[config.mk]
export PLATFORM = sky130hd
export DESIGN_NAME = par_to_ser_multi
export DESIGN_NICKNAME = d
export VERILOG_FILES = /design/src/rtl/par_to_ser_pkg.sv /design/src/rtl/ddio_out.sv /design/src/rtl/par_to_ser_multi_ser_lane.sv /design/src/rtl/par_to_ser_multi.sv
export SDC_FILE = /design/constraint.sdc
export NUM_CORES = 1
export LEC_CHECK = 0
export ABC_CLOCK_PERIOD_IN_PS = 1800
export BUFFER_PORTS_ARGS = -buffer_cell sky130_fd_sc_hd__buf_4
export CAP_MARGIN = 30
export CORE_ASPECT_RATIO = 0.75
export CORE_UTILIZATION = 45
export DETAILED_ROUTE_END_ITERATION = 10
export PLACE_DENSITY_LB_ADDON = 0.12
export SKIP_LAST_GASP = 1
export SYNTH_ARGS = -nofsm -noshare
export SYNTH_HDL_FRONTEND = slang
export SYNTH_HIERARCHICAL = 1
export SYNTH_SLANG_ARGS = --single-unit
[constraint.sdc]
create_clock -name clk_ser -period 1.8 [get_ports clk_ser]
set_input_delay 0.36 -clock clk_ser [delete_from_list [all_inputs] [get_ports clk_ser]]
set_output_delay 0.36 -clock clk_ser [all_outputs]
set_load 0.02 [all_outputs]
[src/rtl/par_to_ser_pkg.sv]
// Shared constants and helpers for the multi-lane serializer.
// HDMI tops pick a TMDS control word here to use as the idle fill.
package par_to_ser_pkg;

    localparam logic [9:0] IDLE_DEFAULT = 10'h000;

    // TMDS control-period symbols for {c1,c0}
    localparam logic [9:0] TMDS_CTRL_00 = 10'b1101010100;
    localparam logic [9:0] TMDS_CTRL_01 = 10'b0010101011;
    localparam logic [9:0] TMDS_CTRL_10 = 10'b0101010100;
    localparam logic [9:0] TMDS_CTRL_11 = 10'b1010101011;

    function automatic int slots_of(input int data_w, input bit ddr);
        return ddr ? data_w / 2 : data_w;
    endfunction

endpackage

[src/rtl/ddio_out.sv]
// Behavioural model of the vendor DDR output wrapper: both halves are
// captured on the rising outclock edge, high half shown while outclock is high.
module ddio_out #(
    parameter int WIDTH = 1
) (
    input  logic             outclock,
    input  logic [WIDTH-1:0] datain_h,
    input  logic [WIDTH-1:0] datain_l,
    output logic [WIDTH-1:0] dataout
);

    logic [WIDTH-1:0] h_q;
    logic [WIDTH-1:0] l_q;

    always_ff @(posedge outclock) begin
        h_q <= datain_h;
        l_q <= datain_l;
    end

    assign dataout = outclock ? h_q : l_q;

endmodule

[src/rtl/par_to_ser_multi_ser_lane.sv]
// One serializer lane: bit-order select, shift register and the
// registered rise/fall bits feeding the DDR output cell.
module ser_lane #(
    parameter int DATA_W    = 10,
    parameter bit DDR       = 1'b1,
    parameter bit MSB_FIRST = 1'b0
) (
    input  logic              clk_ser,
    input  logic              rst,
    input  logic              load,
    input  logic [DATA_W-1:0] word,
    output logic              rise_bit,
    output logic              fall_bit
);

    localparam int STEP = DDR ? 2 : 1;

    logic [DATA_W-1:0] ordered;
    logic [DATA_W-1:0] sr;
    logic [DATA_W-1:0] src;

    always_comb begin
        ordered = word;
        for (int i = 0; i < DATA_W; i++) begin
            ordered[i] = MSB_FIRST ? word[DATA_W-1-i] : word[i];
        end
    end

    // The first slot goes straight to rise/fall so it leaves one cycle after load
    assign src = load ? ordered : sr;

    always_ff @(posedge clk_ser) begin
        if (rst) begin
            sr       <= '0;
            rise_bit <= 1'b0;
            fall_bit <= 1'b0;
        end else begin
            sr       <= src >> STEP;
            rise_bit <= src[0];
            fall_bit <= DDR ? src[1] : src[0];
        end
    end

endmodule

[src/rtl/par_to_ser_multi.sv]
// Multi-lane DDR/SDR serializer with shared phase counter, idle fill on
// underrun and one-slot bitslip for word-boundary alignment.
module par_to_ser_multi
    import par_to_ser_pkg::*;
#(
    parameter int              DATA_W    = 10,
    parameter int              LANES     = 4,
    parameter bit              DDR       = 1'b1,
    parameter bit              MSB_FIRST = 1'b0,
    parameter logic [DATA_W-1:0] IDLE_WORD = DATA_W'(IDLE_DEFAULT)
) (
    input  logic                    clk_ser,
    input  logic                    rst,
    input  logic [LANES*DATA_W-1:0] data_in,
    input  logic                    data_valid,
    output logic                    data_ready,
    input  logic                    bitslip,
    output logic                    underrun,
    output logic [LANES-1:0]        ser_p,
    output logic [LANES-1:0]        ser_n
);

    localparam int SLOTS = slots_of(DATA_W, DDR);
    localparam int PW    = (SLOTS > 1) ? $clog2(SLOTS) : 1;
    localparam logic [PW-1:0] LAST = PW'(SLOTS - 1);

    logic [PW-1:0]    phase;
    logic             pending;
    logic             hold;
    logic             at_last;
    logic             stretch;
    logic             load;
    logic [LANES-1:0] rise;
    logic [LANES-1:0] fall;
    logic             out_clk;

    assign at_last    = (phase == LAST);
    // A pending slip spends one extra cycle at the load phase before loading
    assign stretch    = at_last && pending && !hold;
    assign load       = at_last && !stretch;
    assign data_ready = load && !rst;

    always_ff @(posedge clk_ser) begin
        if (rst) begin
            phase    <= '0;
            pending  <= 1'b0;
            hold     <= 1'b0;
            underrun <= 1'b0;
        end else begin
            underrun <= load && !data_valid;
            if (load) begin
                phase   <= '0;
                hold    <= 1'b0;
                pending <= bitslip;
            end else if (stretch) begin
                hold <= 1'b1;
            end else begin
                phase   <= phase + PW'(1);
                pending <= pending | bitslip;
            end
        end
    end

    for (genvar i = 0; i < LANES; i++) begin : g_lane
        logic [DATA_W-1:0] word;

        assign word = data_valid ? data_in[i*DATA_W +: DATA_W]
                                 : IDLE_WORD;

        ser_lane #(
            .DATA_W   (DATA_W),
            .DDR      (DDR),
            .MSB_FIRST(MSB_FIRST)
        ) u_lane (
            .clk_ser (clk_ser),
            .rst     (rst),
            .load    (load),
            .word    (word),
            .rise_bit(rise[i]),
            .fall_bit(fall[i])
        );
    end

    assign out_clk = ~clk_ser;

    ddio_out #(.WIDTH(LANES)) u_ddio_p (
        .outclock(out_clk),
        .datain_h(rise),
        .datain_l(fall),
        .dataout (ser_p)
    );

    ddio_out #(.WIDTH(LANES)) u_ddio_n (
        .outclock(out_clk),
        .datain_h(~rise),
        .datain_l(~fall),
        .dataout (ser_n)
    );

endmodule

# After elaboration in Yosys (flattened, before gate mapping)
# Index checks and enable logic that the tools add are counted.
# word_totals
memories,0
ram_bits,0
reg_bits,70
word_cells,52
in_bits,44
romBits,0
latch_bits,0
out_inout_bits,10
# classes
reduce_logical,10
muxes,12
bitwise_logic,3
n_eq_ne,2
div_mod_pow,0
n_addsub,1
order_cmp,0
n_shift,0
mul,0
# ops
op,n
$mux 10,8
$mux 4,2
$not 4->4,2
$logic_and 1x1->1,5
$logic_not 1->1,4
$add 3x1->3 const B,1
$eq 3x3->1 const B,1
$mux 1,2
$ne 2x1->1 const B,1
$reduce_or 2->1,1
$or 1x1->1,1

# Depth between registers and ports, before layout
# Gate-level depths: netlist of the first run.
# depth
ltp_word,6
ltp_mapped,7
ltp_nobuf,6

# Modules after synthesis
# Netlist of the first run, hierarchy kept.
# modules_own_cells
module,seq_area_each_um2,cells_per_inst,n_inst,area_per_inst_um2
ser_lane,200.2,30,4,349.1
par_to_ser_multi,120.1,84,1,615.6
ddio_out,160.2,12,2,205.2

==> results by group, run 1 <==
Outcome
  – Status: finished, violations left
  – Failing checks: setup timing

STA
  – Fin worst setup slack: -611.9 ps
  – Final setup viols: 8
  – Worst hold slack: 246.4 ps
  – Least-Margin Pin Slew: 312.5 ps
  – Final Max Tran Viols: 0
  – Clk_skew: 75.93 ps
  – Max transition margin: 79.17%
  – Final Hold Vio Count: 0
  – RSZ-0062 raised after global routing: true

Critical path
  – CP startpoint: u_ddio_p/l_q[0]
  – Worst setup SP type: flip-flop
  – CP required: 1440 ps
  – WP data arrival: 2050 ps
  – Worst flop-to-flop path startpoint: phase[1]
  – Nature of the critical path endpoint: output pin
  – Crit-path max FO: 1
  – Crit Path Category: reg -> out

Placement
  – GPL Wtd Cong: 0.7214
  – Dpl cells: 344
  – HPWL after DPL: 2472 um
  – IO Port Bufs: 53
  – Dpl ws: -167.7 ps
  – Area post-placement: 0.002894 mm2

Die
  – I/O pin total: 54
  – Die area: 0.005684 mm2
  – CORE AREA: 0.005037 mm2
  – Die width: 86.72 um
  – Starting Density: 48.09%
  – Die height: 65.54 um
  – Floorplan row count: 22

Clock network
  – Root Driver: clkbuf_8
  – Hold_buf cts: 0
  – CTS tree: done
  – Htree depth: 3
  – Clock Latency Late Sink: 450 ps
  – Buffer depth of the longest clock path: 2
  – Cts bufs inserted: 9
  – Worst-path clk slew: 120 ps

GRT
  – GR Util All Layers: 17.40%
  – Met1 usage: 18.70%
  – Final global-route overflow total: 0
  – GR Layer Usage met2: 26.79%
  – Number of global-route vias before repair: 1668
  – Pin count of the biggest net entering global routing: 42
  – Met3 usage: 10.80%
  – First-pass GRT wire length: 7155 um
  – GRT busiest layer: met2
  – Initial antenna violation count: 0

Final layout
  – Nets: 353
  – Share of cells above drive strength 1: 39.42%
  – Final Cell Area: 0.003417 mm2
  – FILL cells: 412
  – P&R area growth vs syn: 41.06%
  – ANT cells: 0
  – Post-Layout Cell Count: 384

Routing
  – DRC viols: 0
  – WL final: 4119 um
  – DRT Pass-1 Iters: 4
  – Post-route antenna net violation count: 0
  – Initial DRC Count: 65
  – Wire per inst: 10.73 um
  – Vias per Instance: 4.451
  – Via count: 1709

Worst hold path
  – Hold/Removal Path Class: in -> reg
  – Hold_sp: bitslip

Yosys
  – FF+latch count, synth: 62
  – Cell variety after synth: 26
  – Post-Syn Instances: 228
  – Sequential fraction of the synthesis area: 51.24%
  – Yosys warnings: 6
  – Mean Syn Cell Area: 10.62 um2
  – Synthesized area: 0.002422 mm2
  – Syn nets: 274

Power
  – Seq pwr share: 35.8%
  – Worst VDD drop: 0.5421 mV
  – Int Power: 2.456 mW
  – Clk network pwr share: 58.4%
  – Final Total Pwr: 3.936 mW
  – NetSw: 1.480 mW
  – Static Leakage: 1.325 nW
  – Comb pwr share: 5.8%
  – PD cells: 1152 mW/mm2
  – Switching part of the total: 37.60%

Job
  – Max-cap viol count: 0
[final cells by class]
class	instances	area [um2]	share of cell area, %
clock buffers	18	227.7	6.664
clock inverters	30	337.8	9.886
inverters	10	37.54	1.098
multi-input cells	142	1095	32.04
flip-flops and latches	62	1241	36.32
well taps	72	90.09	2.636
repair buffers	50	387.9	11.35
[flip-flops by register name, summed over array words and instances (netlist names)]
signal	flops
g_lane.u_lane/rise_bit	4
u_ddio_n/l_q	4
hold	1
phase	3
g_lane.u_lane/fall_bit	4
underrun	1
g_lane.u_lane/sr	32
u_ddio_p/l_q	4
u_ddio_p/h_q	4
u_ddio_n/h_q	4
pending	1
[cell families after synthesis]
family | count (synthesis) | share of synthesized area, %
AO/OA/AOI/OAI | 6 | 2.324
adder cells (fa/ha/maj) | 2 | 1.033
buffers and inverters | 24 | 5.837
flip-flops | 62 | 51.24
multiplexers | 41 | 17.36
AND/OR/NAND/NOR | 93 | 22.21
[layout by cell type, fill, tap and decap left out, drive strengths merged, types with 2 or more instances in the layout]
master     n
nor3       2
and2      40
clkbuf    10
dfxtp     62
nor2      35
ha         2
clkinv     5
inv       10
clkinvlp  25
buf       58
mux2i     33
and3b      8
mux2       8
[critical path: stages (launching register included)]
cell     delay (ps)
dfxtp_1         300
mux2_4          270
buf_6           130
[per-layer routing]
metal	share of wire (%)	vias to the layer above	wire [um]
li1	-	892	-
met3	7.6	7	311
met5	0	-	0
met1	44	765	1829
met2	47	45	1923
met4	1.3	0	54
[synthesized netlist by cell type]
cell / instances / area [um2]
a211oi_2: 1 / 12.51
nand4bb_1: 1 / 11.26
nand4b_1: 1 / 8.760
a21oi_1: 1 / 5.000
o31ai_2: 1 / 12.51
nor2_1: 35 / 131.4
buf_6: 4 / 45.04
inv_1: 11 / 41.29
nor4_2: 1 / 12.51
nand3b_1: 1 / 7.510
buf_2: 5 / 25.02
o21a_1: 1 / 7.510
nand2b_1: 1 / 6.260
dfxtp_1: 62 / 1241
and3b_2: 8 / 80.08
buf_4: 4 / 30.03
ha_1: 2 / 25.02
a211o_1: 1 / 8.760
mux2_2: 8 / 90.09
and2_1: 40 / 250.2
and4b_1: 1 / 10.01
nor3_1: 2 / 10.01
mux2i_1: 33 / 330.3
nand2_1: 1 / 3.750
a21bo_1: 1 / 10.01
nor2b_1: 1 / 6.260
[path summary, 6_finish.rpt]
| path | end | slack, ps | cells past startpoint |
|---|---|---|---|
| setup / recovery | ser_p[0] | -610 | 2 |
| hold reg to reg | g_lane[1].u_lane/sr[4] | 440 | 2 |
| hold / removal | pending | 250 | 3 |
| setup reg to reg | g_lane[0].u_lane/sr[5] | 250 | 8 |
[metrics by stage]
stage / setup TNS [ps] / util [%]
after floorplan: -473.9 / -
after global routing: -5041 / 67.83
after global placement: -1342 / 57.45
after detailed placement: -1342 / 57.45
final: -4713 / 67.83
after CTS: -4892 / 67.64
[timing repair]
action                                  4_1_cts  5_1_grt
resized for setup                            10        4
buffers inserted                              1        0
endpoints found under the setup margin        9        9
[power by group through the flow]
stage,Clock (mW),Combinational (mW),Sequential [mW]
6_report,2.30,0.228,1.41
3_3_place_gp,0.221,0.221,1.44
3_5_place_dp,0.221,0.224,1.44
4_1_cts,2.36,0.229,1.41
2_1_floorplan,0.216,0.132,1.43
5_1_grt,2.47,0.254,1.41
(Power assumes the default switching activity.)
==> run 2, diff against run 1 <==
Settings changed: ABC_CLOCK_PERIOD_IN_PS 1800 to 2000.
Clock period 1.8 ns to 2 ns, I/O delays scaled along.
==> results by group, run 2 (synthesis gave the netlist of run 1 again) <==
Outcome
  – Status: finished, violations left
  – Failing checks: setup timing

Power
  – Seq pwr share: 35.0%
  – PD cells: 1062 mW/mm2
  – Int Power: 2.215 mW
  – NetSw: 1.411 mW
  – Worst VDD drop: 0.6577 mV
  – Switching part of the total: 38.91%
  – Final Total Pwr: 3.626 mW
  – Static Leakage: 1.320 nW
  – Clk network pwr share: 59.4%
  – Comb pwr share: 5.6%

Final layout
  – Nets: 351
  – ANT cells: 0
  – Final Cell Area: 0.003415 mm2
  – P&R area growth vs syn: 40.96%
  – Commonest cells after routing, fill and taps aside: dfxtp_1, buf_4, and2_1, nor2_1, mux2i_1
  – Largest reg by FF count: g_lane.u_lane/sr
  – Max reg flops: 32
  – Core Util, Final: 67.78%
  – Share of cells above drive strength 1: 38.06%
  – Leading cell type in the layout, fill and taps excluded: dfxtp_1

STA
  – Clk_skew: 94.69 ps
  – Final Hold Vio Count: 0
  – Final Max Tran Viols: 0
  – Final setup viols: 8
  – RSZ-0062 raised after global routing: true
  – Max transition margin: 76.39%
  – Fin worst setup slack: -555.3 ps
  – Least-Margin Pin Slew: 353.4 ps

Critical path
  – Crit Path Category: reg -> out
  – Nature of the critical path endpoint: output pin
  – Crit-path cells: mux2_4, buf_6
  – WP data arrival: 2160 ps
  – Crit-path max FO: 1
  – CP required: 1600 ps
  – Worst setup SP type: flip-flop
  – Slowest stage cell, crit path: dfxtp_1
  – Buffers & Inverters on Critical Path: 1
  – CP startpoint: u_ddio_n/h_q[1]
  – CP top delay family: flip-flops
  – Worst flop-to-flop path startpoint: phase[0]
  – Max incr delay on CP: 300 ps

Placement
  – Area post-placement: 0.002856 mm2
  – GPL Wtd Cong: 0.7520
  – HPWL after DPL: 2520 um
  – IO Port Bufs: 53
  – Dpl ws: -94.64 ps

Clock network
  – Root Driver: clkbuf_8
  – Worst-path clk slew: 130 ps
  – Hold_buf cts: 0
  – CTS tree: done
  – Cts bufs inserted: 9
  – Clock Latency Late Sink: 450 ps
  – Post-CTS Setup Bufs: 0
  – Buffer depth of the longest clock path: 2
  – Htree depth: 3

Routing
  – WL final: 4195 um
  – Wire per inst: 10.98 um
  – Via count: 1720
  – Initial DRC Count: 51
  – Post-route antenna net violation count: 0
  – DRT Pass-1 Iters: 4
  – Vias per Instance: 4.503
  – DRC viols: 0

GRT
  – First-pass GRT wire length: 7003 um
  – Initial antenna violation count: 0
  – Final global-route overflow total: 0
  – Pin count of the biggest net entering global routing: 42
  – GR Util All Layers: 16.97%
  – Number of global-route vias before repair: 1574

Job
  – Max-cap viol count: 0

Die
  – CORE AREA: 0.005037 mm2
  – Starting Density: 48.09%
  – Die width: 86.72 um
  – Die area: 0.005684 mm2
  – Floorplan row count: 22
  – I/O pin total: 54
  – Die height: 65.54 um

Worst hold path
  – Hold/Removal Path Class: in -> reg
  – Hold_sp: bitslip
==> run 2: cell types whose count changed in the layout (fill, tap and decap cells not counted), sizes merged <==
cell	previous run	this run
buf	58	56
inv	10	12
clkbuf	10	9
clkinvlp	25	24
==> run 2: stage by stage <==
stage	hold slack (ps)	TNS, ps	cells
after floorplan	436.5	-60.80	228
after global placement	440.5	-757.1	343
after detailed placement	447.4	-757.1	343
after CTS	257.3	-4499	382
after global routing	293.6	-4716	382
final	290.2	-4307	382
==> run 2: repair_timing <==
| action | in CTS | in global routing |
|---|---|---|
| resized for setup | 16 | 2 |
| cloned | 0 | 0 |
| setup endpoints to repair | 9 | 9 |
==> run 2: layout make-up <==
cell class	count	area (um2)
flip-flops and latches	62	1241
inverters	10	37.54
clock buffers	17	214.0
fillers	418	1623
repair buffers	48	372.9
clock inverters	31	370.4
multi-input cells	142	1089
well taps	72	90.09
==> run 2: tightest hold or removal path, stage by stage <==
cell    delay (ps)
buf_4           80
nor2_1          30
nor3_1         110
==> run 2: worst paths after layout <==
kind / to / slack, ps / depth (start not counted)
worst max-delay path: ser_n[1] / -560 / 2
worst min-delay path: pending / 290 / 3
worst max register to register: g_lane[0].u_lane/rise_bit / 460 / 7
worst min register to register: g_lane[0].u_lane/fall_bit / 410 / 2
==> run 2: power by group through the flow <==
stage                     Sequential, mW  Combinational (mW)  Clock, mW
final                               1.27               0.205       2.15
after floorplan                     1.29               0.119      0.156
after global placement              1.29               0.195      0.161
after CTS                           1.27               0.202       2.21
after detailed placement            1.29               0.198      0.161
after global routing                1.27               0.229       2.32
==> run 2: routing by layer <==
layer	track usage (%)	share of wire (%)	vias to the layer above
met3	10.68	5.6	4
li1	-	-	886
met2	25.30	50	36
met5	0	0	-
met4	8.125	0.81	0
met1	18.96	44	794
